[config.mk]
export PLATFORM = sky130hd
export DESIGN_NAME = digit_scanner
export DESIGN_NICKNAME = d
export VERILOG_FILES = /design/src/rtl/display_pkg.sv /design/src/rtl/digit_scanner_tick_gen.sv /design/src/rtl/digit_scanner.sv
export SDC_FILE = /design/constraint.sdc
export NUM_CORES = 1
export LEC_CHECK = 0
export ABC_AREA = 1
export CAP_MARGIN = 20
export CORE_MARGIN = 1.5
export CORE_UTILIZATION = 40
export DETAILED_ROUTE_END_ITERATION = 6
export PLACE_DENSITY = 0.57
export SLEW_MARGIN = 40
export SYNTH_ARGS = -nofsm -noshare
export SYNTH_HDL_FRONTEND = slang
export SYNTH_SLANG_ARGS = --single-unit
[constraint.sdc]
create_clock -name clk -period 3.4 [get_ports clk]
set_input_delay 0.51 -clock clk [delete_from_list [all_inputs] [get_ports clk]]
set_output_delay 0.51 -clock clk [all_outputs]
set_load 0.02 [all_outputs]
[src/rtl/display_pkg.sv]
// Shared types for the seven-segment display path.
package display_pkg;
  typedef logic [3:0] digit_t;
  typedef enum logic {EMPTY, FULL} pend_state_t;
  localparam int DEFAULT_NDIGITS = 4;
endpackage

[src/rtl/digit_scanner_tick_gen.sv]
// Prescaler: free-running count 0..PRESCALE-1, tick high on the last count.
module tick_gen #(
  parameter int PRESCALE = 50000
) (
  input  logic clk,
  input  logic reset,
  output logic tick
);
  localparam int PW = (PRESCALE > 1) ? $clog2(PRESCALE) : 1;

  logic [PW-1:0] pc;

  always_ff @(posedge clk) begin
    if (reset) begin
      pc <= '0;
    end else if (pc == PW'(PRESCALE - 1)) begin
      pc <= '0;
    end else begin
      pc <= pc + PW'(1);
    end
  end

  assign tick = (pc == PW'(PRESCALE - 1));
endmodule

[src/rtl/digit_scanner.sv]
// Multiplexed scan driver for a common-anode seven-segment display.
// Optional leading-zero blanking: define DIGIT_SCANNER_LZB_EN.
module digit_scanner
  import display_pkg::*;
#(
  parameter int NDIGITS  = DEFAULT_NDIGITS,
  parameter int PRESCALE = 50000
) (
  input  logic                   clk,
  input  logic                   reset,
  input  logic [4*NDIGITS-1:0]   value_in,
  input  logic                   load_valid,
  output logic                   load_ready,
  output digit_t                 digit,
  output logic [NDIGITS-1:0]     an,
  output logic                   frame_tick
);
  localparam int SW = $clog2(NDIGITS);
  localparam int W  = 4 * NDIGITS;

  logic [SW-1:0] slot;
  logic [W-1:0]  disp;
  logic [W-1:0]  pend;
  pend_state_t   state;
  logic          tick;
  logic          boundary;

  tick_gen #(.PRESCALE(PRESCALE)) u_tick (
    .clk  (clk),
    .reset(reset),
    .tick (tick)
  );

  assign boundary = tick && (slot == SW'(NDIGITS - 1));

  always_ff @(posedge clk) begin
    if (reset) begin
      slot       <= '0;
      disp       <= '0;
      pend       <= '0;
      state      <= EMPTY;
      load_ready <= 1'b1;
      frame_tick <= 1'b0;
    end else begin
      frame_tick <= boundary;
      if (tick) begin
        slot <= boundary ? '0 : slot + SW'(1);
      end
      // A load accepted on a boundary edge lands in pend only; it commits
      // at the following boundary.
      case (state)
        EMPTY: begin
          if (load_valid) begin
            pend       <= value_in;
            state      <= FULL;
            load_ready <= 1'b0;
          end
        end
        FULL: begin
          if (boundary) begin
            disp       <= pend;
            state      <= EMPTY;
            load_ready <= 1'b1;
          end
        end
        default: begin
          state      <= EMPTY;
          load_ready <= 1'b1;
        end
      endcase
    end
  end

  assign digit = disp[4*slot +: 4];

`ifdef DIGIT_SCANNER_LZB_EN
  // zrun[k]: nibbles k..NDIGITS-1 are all zero; slot 0 is forced lit.
  logic [NDIGITS:0] zrun;
  logic             blank;

  assign zrun[NDIGITS] = 1'b1;
  assign zrun[0]       = 1'b0;
  for (genvar k = 1; k < NDIGITS; k++) begin : g_lzb
    assign zrun[k] = zrun[k+1] & (disp[4*k +: 4] == 4'h0);
  end

  assign blank = zrun[slot];
  assign an    = blank ? '1 : ~(NDIGITS'(1) << slot);
`else
  assign an = ~(NDIGITS'(1) << slot);
`endif
endmodule

==> results.toml, run 1 <==
[synthesis]
seq_area_frac_synth = 0.438
syn-instance-count = 335
ys_top_cells_by_count = "nor2_1, dfxtp_1, nand2_1"
synth_top_cell_area_share = 0.438
syn-cell-area_sq_um = 2420
yosysMostFrequentCell = "nor2_1"
ys_types = 27
synth_ff_type = "dfxtp_1"
synthTopCellsByArea = "dfxtp_1, nor2_1, nand2_1"
async_flop_share = 0
synth-edff-count = 0
avgSynthCellArea_sq_um = 7.23
yosys_warnings = 0
syn_nets = 359
yosysTopAreaCell = "dfxtp_1"
synth-seq-cells = 53

[job]
cap_violations = 0

[grt]
grt_overflow_total = 0
grt_pass1_vias = 1797
antenna_found_initial = 0
grt_pass1_wl_mm = 8.48
grt_usage = 0.168
grt_max_degree = 34

[clock_network]
clk_path_buf_depth = 2
postCtsHoldBufs = 0
cts_tree = "built"
cts.sinks = 53
ctsResizeCount = 0
cts_buffers = 5
cts_max_level = 2
cts-root-buf = "clkbuf_8"
cts_setup_buffers = 0
path_clk_slew_ns = 0.09
insertion_delay_ns = 0.30

[placement]
dp_hpwl_mm = 3.63
gp_congestion = 0.835
pre_cts_ws_ns = 1.12
placed_area_sq_um = 2710
io_buffers = 28

[timing]
rsz0062_at_grt = "no"
setup_ws_ns = 0.763
setup_tns_ns = 0
finalCritPeriodShare = 0.776
relSlewSlack = 0.513
setup_viol = 0
period_minus_slack_ns = 2.64
fin_skew_ns = 0.00890
holdWs_ns = 0.457
max_slew.worst_pin.slew_ns = 0.731
fmaxAchievable_mhz = 379
maxSlewViolCount = 0
hold_viol_final = 0

[critical_path]
arrival_ns = 2.13
crit_fanout = 12
endpoint_kind = "output port"
start_kind = "register"
crit_type = "register to output port"
required_ns = 2.89

[layout]
drive_above_1_share = 0.0585
syn_to_final_growth_pct = 15.6
fill_cells = 641
antennaDiodeCount = 0
nets = 382
utilization = 0.475
finish.instance_area_sq_um = 2800

[power]
peakVddDrop_mv = 0.201
p_leak_nw = 1.11
p_per_area_nw_per_um2 = 382

[die]
dieArea_sq_um = 6530
die-height_microns = 80.8
core_sq_um = 5890
row_count = 28
num_io_pins = 29
start_util = 0.411
die_x_microns = 80.8

[worst_hold_path]
min-delay-path-class = "register to register"

[detailed_routing]
detail-route-antenna-nets = 0
routedWlPerCell_microns = 11.2
drc = 0
drt_iter0_markers = 74
num_vias = 2034
first_pass_iters = 4
drt-total-wl_mm = 4.88
viasPerCell = 4.69

[status]
status = "finished clean"
==> per-layer routing <==
metal  vias to the layer above  routed length [microns]  GRT usage
met3                         2                      217     0.0404
met5                         -                        0          0
met4                         0                       27     0.0517
met2                        39                     1940      0.228
li1                       1121                        -          -
met1                       872                     2700      0.257
==> layout by cell type (no fill, tap or decap), types with 4 or more instances in the layout <==
cell type        instances
nor2_1                  64
dfxtp_1                 53
nand2_1                 46
inv_1                   41
o21ai_0                 29
clkdlybuf4s50_1         28
a21oi_1                 24
nand4_1                 17
nand3_1                 11
nor3_1                   6
xor2_1                   5
ha_1                     5
clkbuf_8                 5
o22ai_1                  4
nand2_2                  4
==> worst paths after layout <==
path | depth (start not counted) | endpoint | slack [ns] | from
worst max-delay path | 4 | an[0] | 0.76 | slot[0]
worst max register to register | 6 | u_tick.pc[2] | 1.66 | u_tick.pc[0]
worst min-delay path | 1 | u_tick.pc[0] | 0.46 | u_tick.pc[0]
worst min register to register | 1 | u_tick.pc[0] | 0.46 | u_tick.pc[0]
==> flip-flops by register name, summed over array words and instances (netlist names) <==
| signal | flops |
|---|---|
| disp | 16 |
| frame_tick | 1 |
| load_ready | 1 |
| pend | 16 |
| slot | 2 |
| state | 1 |
| u_tick.pc | 16 |
==> kinds of logic after synthesis <==
kind of cell / count (synthesis) / share of synthesized area
simple gates: 154 / 0.282
compound gates: 59 / 0.126
buf+inv: 59 / 0.110
flops: 53 / 0.438
xor+xnor: 5 / 0.0181
fa+ha+maj: 5 / 0.0258
==> power breakdown <==
group	leakage [nW]	total, mW	internal (mW)	switching, mW
Combinational	0.634	0.0776	0.0354	0.0422
Sequential	0.432	0.649	0.640	0.00939
Clock	0.0450	0.343	0.143	0.200
Total	1.11	1.07	0.818	0.251
==> area by class of cell <==
| type | instances | area [sq um] | area share |
|---|---|---|---|
| multi-input cells | 223 | 1100 | 0.392 |
| flip-flops and latches | 53 | 1060 | 0.379 |
| repair buffers | 30 | 295 | 0.106 |
| inverters | 45 | 169 | 0.0604 |
| well taps | 75 | 93.8 | 0.0335 |
| clock buffers | 6 | 72.6 | 0.0259 |
| clock inverters | 2 | 10.0 | 0.00358 |
==> through the flow <==
stage | power [mW] | cells
4_1_cts | 1.09 | 434
3_5_place_dp | 0.741 | 426
6_report | 1.07 | 434
5_1_grt | 1.12 | 434
3_3_place_gp | 0.740 | 426
2_1_floorplan | 0.710 | 335
==> worst max-delay path, cell delays in order, from the launching register on <==
cell             delay (ns)
dfxtp_1                0.53
clkinv_1               0.35
ha_1                   0.31
inv_1                  0.05
clkdlybuf4s50_1        0.59
Note: power is estimated with default switching activity, not from simulation.
==> run 2: changes to the inputs <==
Settings changed: PLACE_DENSITY 0.57 to 0.6.
Clock period 3.4 ns to 2.2 ns, I/O delays scaled along.
==> run 2 against run 1 <==
Setup slack got worse by 0.69 ns. Wire length down 1.5%. Largest power group unchanged. Die area unchanged.
==> results.toml, run 2 (same netlist as run 1, synthesis figures left out) <==
[die]
num_io_pins = 29
row_count = 28
die-height_microns = 80.8
start_util = 0.411
die_x_microns = 80.8
dieArea_sq_um = 6530
core_sq_um = 5890

[grt]
grt_pass1_vias = 1906
grt_max_degree = 35
grt_usage = 0.165
antenna_found_initial = 0
grt_pass1_wl_mm = 8.45
grt_overflow_total = 0

[detailed_routing]
routedWlPerCell_microns = 11.0
viasPerCell = 4.71
first_pass_iters = 5
detail-route-antenna-nets = 0
num_vias = 2062
drc = 0
drt_iter0_markers = 118
drt-total-wl_mm = 4.81

[critical_path]
r2r_slack_ns = 0.48
crit_type = "register to output port"
crit_fanout = 11
arrival_ns = 1.79
required_ns = 1.87
endpoint_kind = "output port"
start_kind = "register"

[placement]
io_buffers = 28
dp_cells = 430
pre_cts_ws_ns = 0.387
gp_congestion = 0.822
dp_hpwl_mm = 3.49
placed_area_sq_um = 2740

[clock_network]
cts_tree = "built"
cts_max_level = 2
cts-root-buf = "clkbuf_8"
cts.sinks = 53
cts_buffers = 5
path_clk_slew_ns = 0.09
clk_path_buf_depth = 2
insertion_delay_ns = 0.30
postCtsHoldBufs = 0

[layout]
finish.instance_area_sq_um = 2850
fill_cells = 632
drive_above_1_share = 0.0716
largestRegisters = "disp (16), pend (16), u_tick.pc (16)"
final_cells = 438
multi_input_area_sq_um = 1090
antennaDiodeCount = 0
layout_commonest_cell = "nor2_1"
nets = 386
regArea_sq_um = 1060
layout_common_cells = "nor2_1, dfxtp_1, nand2_1"
syn_to_final_growth_pct = 17.5

[timing]
hold_viol_final = 0
finalCritPeriodShare = 0.965
setup_tns_ns = 0
fmaxAchievable_mhz = 471
max_slew.worst_pin.slew_ns = 0.425
maxSlewViolCount = 0
relSlewSlack = 0.716
fin_skew_ns = 0.00417
setup_viol = 0
period_minus_slack_ns = 2.12
setup_ws_ns = 0.0775

[status]
status = "finished clean"

[worst_hold_path]
min-delay-path-class = "register to register"

[power]
peakVddDrop_mv = 0.280
p_per_area_nw_per_um2 = 594
power.total_mw = 1.69
p_leak_nw = 1.14

[job]
cap_violations = 0
## run 2: cell count changes in the layout (fill, tap and decap cells not counted), sizes merged
cell / before / now
clkdlybuf4s50: 28 / 27
buf: 2 / 6
clkinv: 4 / 3
dlymetal6s2s: 0 / 1
clkinvlp: 0 / 1
## run 2: power by group
group	leakage [nW]	total (mW)	switching (mW)	internal (mW)
clock network	0.0512	0.565	0.309	0.255
registers	0.432	0.998	0.00934	0.989
logic	0.653	0.128	0.0694	0.0588
total	1.14	1.69	0.388	1.30
## run 2: what timing repair did
| item | 4_1_cts | 5_1_grt |
|---|---|---|
| setup buffers | 0 | 0 |
| endpoints found under the hold margin | 0 | 0 |
| endpoints found under the setup margin | 0 | 6 |
| gates resized for setup | 0 | 2 |
## run 2: through the flow
| step | util | hold slack [ns] |
|---|---|---|
| detailed placement | 0.466 | 0.443 |
| global placement | 0.466 | 0.432 |
| CTS | 0.482 | 0.460 |
| global route | 0.483 | 0.481 |
| finish | 0.483 | 0.455 |
| floorplan | - | 0.407 |
## run 2: worst max-delay path, cell delays in order (launching register included)
cell             delay (ns)
dfxtp_1                0.39
buf_4                  0.19
o21ai_0                0.09
o22ai_1                0.18
clkdlybuf4s50_1        0.63
## run 2: layout make-up
class                   instances  area share
inverters                      45      0.0607
clock inverters                 2     0.00484
flip-flops and latches         53       0.373
repair buffers                 34       0.115
clock buffers                   6      0.0290
well taps                      75      0.0330
multi-input cells             223       0.384
## run 2: worst paths after layout
| kind | start | to | cells past startpoint |
|---|---|---|---|
| worst max-delay path | slot[0] | digit[0] | 4 |
| worst min-delay path | u_tick.pc[0] | u_tick.pc[0] | 1 |
| worst max register to register | u_tick.pc[0] | disp[1] | 8 |
| worst min register to register | u_tick.pc[0] | u_tick.pc[0] | 1 |
## run 2: per-layer routing
metal / vias up / GRT usage / wire length, microns
li1: 1126 / - / -
met3: 6 / 0.0315 / 218
met5: - / 0 / 0
met1: 887 / 0.238 / 2600
met2: 43 / 0.245 / 1910
met4: 0 / 0.0569 / 71
==> run 3: changes to the inputs <==
Settings changed: PLACE_DENSITY 0.6 to not set.
==> results of run 3 <==
No change in the layout: final DEF, timing and power equal those of run 2.
